--- src/rtl/dff_bank_arbiter_if.sv ---
// dff_bank_arbiter_if
//   Bundles the requester-side and register-side signals of the shared
//   D-register arbiter so they travel as one port.
//   req/lock/d_in   : requester -> arbiter (one bit / one DATA_W slice per requester)
//   gnt             : one-hot grant, combinational from req
//   q/q_valid       : shared register contents and one-cycle capture strobe
//   q_owner         : index of the requester last captured into q
//   lock_timeout    : one-cycle pulse when a lock is force-released
//   Modport master is the requester/test side, slave is the arbiter.
interface dff_bank_arbiter_if #(
    parameter int NUM_REQ = 4,
    parameter int DATA_W  = 8
);
    localparam int OWN_W = (NUM_REQ > 1) ? $clog2(NUM_REQ) : 1;

    logic [NUM_REQ-1:0]        req;
    logic [NUM_REQ-1:0]        lock;
    logic [NUM_REQ*DATA_W-1:0] d_in;
    logic [NUM_REQ-1:0]        gnt;
    logic [DATA_W-1:0]         q;
    logic                      q_valid;
    logic [OWN_W-1:0]          q_owner;
    logic                      lock_timeout;

    modport master (
        output req, lock, d_in,
        input  gnt, q, q_valid, q_owner, lock_timeout
    );

    modport slave (
        input  req, lock, d_in,
        output gnt, q, q_valid, q_owner, lock_timeout
    );
endinterface

--- src/rtl/dff_bank_arbiter.sv ---
// dff_bank_arbiter
//   Shares one DATA_W-wide register q between NUM_REQ requesters.
//   Round-robin arbitration with an optional bus lock; a lock is capped at
//   LOCK_MAX consecutive grants so a locking owner cannot starve the others.
//   Ports:
//     clk         : single clock, all state on posedge
//     sync_reset  : synchronous active-high reset
//     bus         : dff_bank_arbiter_if.slave (req, lock, d_in, gnt, q,
//                   q_valid, q_owner, lock_timeout)

// Per-requester data gate: a lane contributes its slice only when granted,
// so the data mux collapses into an OR tree over the lanes.
module dff_bank_lane #(
    parameter int DATA_W = 8
) (
    input  logic              sel,
    input  logic [DATA_W-1:0] d,
    output logic [DATA_W-1:0] d_gated
);
    assign d_gated = sel ? d : '0;
endmodule

module dff_bank_arbiter #(
    parameter int NUM_REQ  = 4,
    parameter int DATA_W   = 8,
    parameter int LOCK_MAX = 4
) (
    input  logic              clk,
    input  logic              sync_reset,
    dff_bank_arbiter_if.slave bus
);
    localparam int OWN_W = (NUM_REQ > 1) ? $clog2(NUM_REQ) : 1;
    localparam logic [OWN_W-1:0] LAST_IDX = OWN_W'(NUM_REQ - 1);
    localparam logic [8:0]       LOCK_LIM = 9'(LOCK_MAX);

    typedef enum logic {S_ARB, S_LOCKED} state_t;

    state_t            state;
    logic [OWN_W-1:0]  ptr;       // next round-robin search start
    logic [OWN_W-1:0]  owner;     // lock holder while LOCKED
    logic [7:0]        lock_cnt;  // grants already given to the lock holder

    logic [NUM_REQ-1:0]             gnt_c;
    logic [OWN_W-1:0]               gnt_idx;
    logic                           gnt_any;
    logic                           locked_hit;
    logic [OWN_W-1:0]               ptr_nxt;
    logic [NUM_REQ-1:0][DATA_W-1:0] d_gated;
    logic [DATA_W-1:0]              d_sel;

    // Grant selection. A lock holder still requesting wins outright; otherwise
    // search from ptr. After any grant ptr already points one past the owner,
    // so a lapsed lock naturally falls back to searching from owner+1.
    always_comb begin
        int idx;
        gnt_c      = '0;
        gnt_idx    = '0;
        gnt_any    = 1'b0;
        locked_hit = 1'b0;
        idx        = 0;
        if (state == S_LOCKED && bus.req[owner]) begin
            locked_hit = 1'b1;
            gnt_any    = 1'b1;
            gnt_idx    = owner;
        end else begin
            for (int k = 0; k < NUM_REQ; k++) begin
                idx = int'(ptr) + k;
                if (idx >= NUM_REQ) idx = idx - NUM_REQ;
                if (!gnt_any && bus.req[OWN_W'(idx)]) begin
                    gnt_any = 1'b1;
                    gnt_idx = OWN_W'(idx);
                end
            end
        end
        if (gnt_any) gnt_c[gnt_idx] = 1'b1;
    end

    // Grant is suppressed during reset so nothing looks granted while the
    // register is being cleared.
    assign bus.gnt = sync_reset ? '0 : gnt_c;

    assign ptr_nxt = (gnt_idx == LAST_IDX) ? '0 : gnt_idx + 1'b1;

    genvar gi;
    generate
        for (gi = 0; gi < NUM_REQ; gi++) begin : g_lane
            dff_bank_lane #(.DATA_W(DATA_W)) u_lane (
                .sel     (gnt_c[gi]),
                .d       (bus.d_in[gi*DATA_W +: DATA_W]),
                .d_gated (d_gated[gi])
            );
        end
    endgenerate

    always_comb begin
        d_sel = '0;
        for (int i = 0; i < NUM_REQ; i++) d_sel = d_sel | d_gated[i];
    end

    always_ff @(posedge clk) begin
        if (sync_reset) begin
            state            <= S_ARB;
            ptr              <= '0;
            owner            <= '0;
            lock_cnt         <= '0;
            bus.q            <= '0;
            bus.q_valid      <= 1'b0;
            bus.q_owner      <= '0;
            bus.lock_timeout <= 1'b0;
        end else begin
            bus.lock_timeout <= 1'b0;
            if (gnt_any) begin
                bus.q       <= d_sel;
                bus.q_owner <= gnt_idx;
                bus.q_valid <= 1'b1;
                ptr         <= ptr_nxt;
                if (locked_hit) begin
                    if (!bus.lock[gnt_idx]) begin
                        state    <= S_ARB;
                        lock_cnt <= '0;
                    end else if ({1'b0, lock_cnt} + 9'd1 == LOCK_LIM) begin
                        // Cap reached: hand the bus back even though lock is held.
                        state            <= S_ARB;
                        lock_cnt         <= '0;
                        bus.lock_timeout <= 1'b1;
                    end else begin
                        lock_cnt <= lock_cnt + 8'd1;
                    end
                end else if (bus.lock[gnt_idx] && LOCK_MAX > 1) begin
                    // Fresh lock from an arbitrated grant (also covers a lapsed
                    // owner's cycle, where a new lock is honoured).
                    state    <= S_LOCKED;
                    owner    <= gnt_idx;
                    lock_cnt <= 8'd1;
                end else begin
                    state    <= S_ARB;
                    lock_cnt <= '0;
                end
            end else begin
                bus.q_valid <= 1'b0;
                state       <= S_ARB;
                lock_cnt    <= '0;
            end
        end
    end
endmodule

--- src/flat_wrapper.sv ---
// flat-port wrapper written by rule: the top's interface ports become plain ports
module dff_bank_arbiter_flat 
#(
    parameter int NUM_REQ  = 4,
    parameter int DATA_W   = 8,
    parameter int LOCK_MAX = 4
)
  (clk, sync_reset, bus_req, bus_lock, bus_d_in, bus_gnt, bus_q, bus_q_valid, bus_q_owner, bus_lock_timeout);
  dff_bank_arbiter_if #(.NUM_REQ(NUM_REQ), .DATA_W(DATA_W)) bus_i ();
  input  logic clk;
  input  logic sync_reset;
  input wire logic [$bits(bus_i.req)-1:0] bus_req;
  input wire logic [$bits(bus_i.lock)-1:0] bus_lock;
  input wire logic [$bits(bus_i.d_in)-1:0] bus_d_in;
  output wire logic [$bits(bus_i.gnt)-1:0] bus_gnt;
  output wire logic [$bits(bus_i.q)-1:0] bus_q;
  output wire logic [$bits(bus_i.q_valid)-1:0] bus_q_valid;
  output wire logic [$bits(bus_i.q_owner)-1:0] bus_q_owner;
  output wire logic [$bits(bus_i.lock_timeout)-1:0] bus_lock_timeout;
  assign bus_i.req = bus_req;
  assign bus_i.lock = bus_lock;
  assign bus_i.d_in = bus_d_in;
  assign bus_gnt = bus_i.gnt;
  assign bus_q = bus_i.q;
  assign bus_q_valid = bus_i.q_valid;
  assign bus_q_owner = bus_i.q_owner;
  assign bus_lock_timeout = bus_i.lock_timeout;
  dff_bank_arbiter #(.NUM_REQ(NUM_REQ), .DATA_W(DATA_W), .LOCK_MAX(LOCK_MAX)) u_core (.clk(clk), .sync_reset(sync_reset), .bus(bus_i));
endmodule
--- config.mk ---
export PLATFORM = sky130hd
export DESIGN_NAME = dff_bank_arbiter_flat
export DESIGN_NICKNAME = d
export VERILOG_FILES = /design/src/rtl/dff_bank_arbiter_if.sv /design/src/rtl/dff_bank_arbiter.sv /design/src/flat_wrapper.sv
export SDC_FILE = /design/constraint.sdc
export NUM_CORES = 1
export LEC_CHECK = 0
export CELL_PAD_IN_SITES_DETAIL_PLACEMENT = 0
export CELL_PAD_IN_SITES_GLOBAL_PLACEMENT = 1
export CORE_ASPECT_RATIO = 0.5
export CORE_UTILIZATION = 33
export DETAILED_ROUTE_END_ITERATION = 12
export PLACE_DENSITY = 0.91
export SETUP_SLACK_MARGIN = 0.05
export SYNTH_ARGS = -nofsm -noshare
export SYNTH_HDL_FRONTEND = slang
export SYNTH_HIERARCHICAL = 1
export SYNTH_SLANG_ARGS = --single-unit
--- constraint.sdc ---
create_clock -name clk -period 4.3 [get_ports clk]
set_input_delay 1.075 -clock clk [delete_from_list [all_inputs] [get_ports clk]]
set_output_delay 1.075 -clock clk [all_outputs]
set_load 0.005 [all_outputs]
==> reports/results.tsv <==
stage	metric	value	unit
layout	# diodes	0	
power_and_ir_drop	P_sw	284	uW
worst_setup_path	Critical Path RT	3220	ps
sta	Final setup viols	0	
global_routing	first-pass GRT wire length	6.82	mm
clock_tree	CTS Buf Count	3	
routing	drt pass-1 iters	4	
power_and_ir_drop	Total Power	852	uW
routing	DRT iter0 DRCs	77	
die	Top Ports	58	
logic_synthesis	FFs w/ async S/R, synth	0	
logic_synthesis	register area share after synthesis	0.339	
global_routing	Overflow after GRT	0	
outcome	status	finished clean	
placed_design	dpl cells	294	
global_routing	initial antenna violation count	0	
global_routing	All-Layer GR Usage	0.175	
clock_tree	Clock Sink Count	25	
worst_setup_path	Crit Path Max Fanout	6	
sta	RSZ-0062 raised after global routing	false	
sta	Final Hold Vio Count	0	
logic_synthesis	most used flip-flop cell after synthesis	dfxtp_1	
worst_setup_path	Worst Path Buf+Inv	3	
sta	Tcrit/Tclk final	0.950	
hold_path	Hold Crit Class	flip-flop to flip-flop	
worst_setup_path	critical path's slowest cell	clkdlybuf4s50_1	
logic_synthesis	Mapped Nets	229	
layout	fin cells	298	
routing	Remaining DRCs	0	
power_and_ir_drop	Peak VDD IR	0.145	mV
layout	most frequent cells in the layout	clkdlybuf4s50_1 (53), and2_1 (40), dfxtp_1 (25)	
layout	fraction of layout cells with a size suffix above 1	0.0902	
sta	slew margin rel.	0.754	
placed_design	GPL Wtd Cong	0.850	
die	core area	4080	um^2
routing	routed vias/inst	5.01	
power_and_ir_drop	PD cells	387	nW/um^2
die	num rows	16	
sta	highest clock rate	245	MHz
logic_synthesis	synth unique cells	34	
logic_synthesis	warnings from Yosys	6	
worst_setup_path	crit start category	input pin	
sta	Slew Limit Fails	0	
worst_setup_path	max incr delay on CP	500	ps
global_routing	vias in the first global route	1505	
power_and_ir_drop	P_int	568	uW
power_and_ir_drop	Switching Share	0.333	
clock_tree	cell at the root of the clock tree	clkbuf_8	
power_and_ir_drop	Comb pwr share	0.478	
layout	area delta synth->final	48.9	%
logic_synthesis	Seq cells post-synth	25	
global_routing	largest net degree at the start of global routing	19	
routing	post-DR wirelength/cell	13.4	um
layout	commonest non-fill, non-tap cell in the layout	clkdlybuf4s50_1	
worst_setup_path	critical path type	input pin to output pin	
routing	Vias	1493	
worst_setup_path	Worst Path Arrival	3010	ps
logic_synthesis	EDFF count, synth	0	
sta	Slew @ Worst Pin	365	ps
die	Die W	96.6	um
worst_setup_path	critical path cell sequence	dlygate4sd2_1 > mux2i_1 > o22a_2 > nand2b_1 > and2_4 > inv_1 > ha_1 > and2_1 > clkdlybuf4s50_1	
worst_setup_path	cell family with most CP delay	buffers and inverters	
clock_tree	Clock transition at path regs	90	ps
clock_tree	Longest Clk Path Bufs	2	
logic_synthesis	top cell type's share of synthesized area	0.339	
routing	Post-Route WL	4.00	mm
routing	number of routed nets with antenna violations	0	
power_and_ir_drop	clock network power share	0.165	
placed_design	DPL Wire Length	3.03	mm
power_and_ir_drop	sequential share of power	0.357	
sta	Worst Skew	3.33	ps
die	die area	4770	um^2
clock_tree	H-Tree Depth	1	
logic_synthesis	Synth Instances	182	
logic_synthesis	Netlist Area Pre-Place	1480	um^2
placed_design	IO Port Bufs	57	
layout	net count reported at finish	292	
flow_run	number of max-cap violations	0	
logic_synthesis	average size of a mapped cell	8.12	um^2
die	Die Y	49.3	um
sta	minimum clock period after layout	4080	ps
die	initial core utilization	0.362	
worst_setup_path	Worst Setup End Kind	output pin	
logic_synthesis	top cells by area, synth	dfxtp_1 (34%), and2_1 (17%), o41ai_1 (5.3%)	
clock_tree	Clock Latency Late Sink	270	ps
clock_tree	CTS tree	yes	
power_and_ir_drop	Lkg Pwr	0.846	nW
logic_synthesis	Yosys top cell by area	dfxtp_1	
-- worst paths after layout --
path                                   endpoint             from  depth (start not counted)  slack (ps)
worst max-delay path                 bus_gnt[2]       bus_req[3]                          9         220
worst min-delay path            u_core/bus.q[7]  u_core/bus.q[7]                          2         450
worst max register to register  u_core/bus.q[5]  u_core/owner[1]                         10        1800
worst min register to register  u_core/bus.q[7]  u_core/bus.q[7]                          2         450
-- per-stage QoR --
stage,TNS (ps),util,setup WS [ps],hold slack (ps),instance area (um^2)
final,0,0.539,216,453,2200
after global routing,0,0.539,77.6,487,2200
after global placement,0,0.526,32.3,439,2150
after CTS,0,0.539,219,456,2200
after detailed placement,-74.5,0.526,-43.2,443,2150
after floorplan,0,-,852,448,1480
-- synthesized netlist by cell type, types with 5 or more instances --
master / instances
clkbuf_1: 5
dfxtp_1: 25
a21oi_1: 14
o41ai_1: 9
ha_1: 5
nor3_1: 8
and2_1: 41
nor4_1: 5
nor2_1: 8
nand2_1: 18
inv_1: 7
-- power groups by stage --
stage	sequential (mW)	clock, mW	combinational, mW
after global placement	0.307	0	0.401
after floorplan	0.306	0	0.229
after CTS	0.304	0.147	0.414
final	0.304	0.141	0.407
after global routing	0.309	0.157	0.454
after detailed placement	0.308	0	0.408
-- worst register-to-register path, cell delays in order, from the launching register on --
cell and delay, ps:
dfxtp_1 450, mux2i_1 300, o22a_2 200, nand2b_1 150
and2_4 170, inv_1 60, ha_1 180, and2_1 220
and2_1 170, o41ai_1 380, a21oi_1 120
-- layout make-up --
type | instances | area [um^2]
Fill cell | 375 | 1880
Sequential cell | 25 | 500
Clock inverter | 1 | 7.51
Timing Repair Buffer | 66 | 633
Tap cell | 54 | 67.6
Inverter | 7 | 26.3
Clock buffer | 3 | 41.3
Multi-Input combinational cell | 142 | 925
-- logic make-up after synthesis --
kind of cell / Yosys count / synth area share
compound gates: 35 / 0.168
xor+xnor: 6 / 0.0356
fa+ha+maj: 5 / 0.0423
buf+inv: 15 / 0.0457
flops: 25 / 0.339
mux: 5 / 0.0373
simple gates: 91 / 0.333
-- state kept, by name (all words and copies together), names as in the netlist --
| signal | cells |
|---|---|
| u_core/state | 1 |
| u_core/ptr | 2 |
| u_core/bus.q_valid | 1 |
| u_core/owner | 2 |
| u_core/bus.q_owner | 2 |
| u_core/lock_cnt | 8 |
| u_core/bus.lock_timeout | 1 |
| u_core/bus.q | 8 |
-- layer usage --
| metal | GRT usage | share of wire | vias to the layer above |
|---|---|---|---|
| met5 | 0 | 0 | - |
| met2 | 0.325 | 0.49 | 40 |
| li1 | - | - | 756 |
| met1 | 0.209 | 0.45 | 695 |
| met4 | 0.0373 | 0.0052 | 0 |
| met3 | 0.0387 | 0.046 | 2 |
-- what timing repair did --
item | 4_1_cts | 5_1_grt
hold buffers | 0 | 0
endpoints found under the setup margin | 4 | 0
resized for setup | 6 | 0
hold endpoints to repair | 0 | 0
buffers inserted | 0 | 0
(Power assumes the default switching activity.)
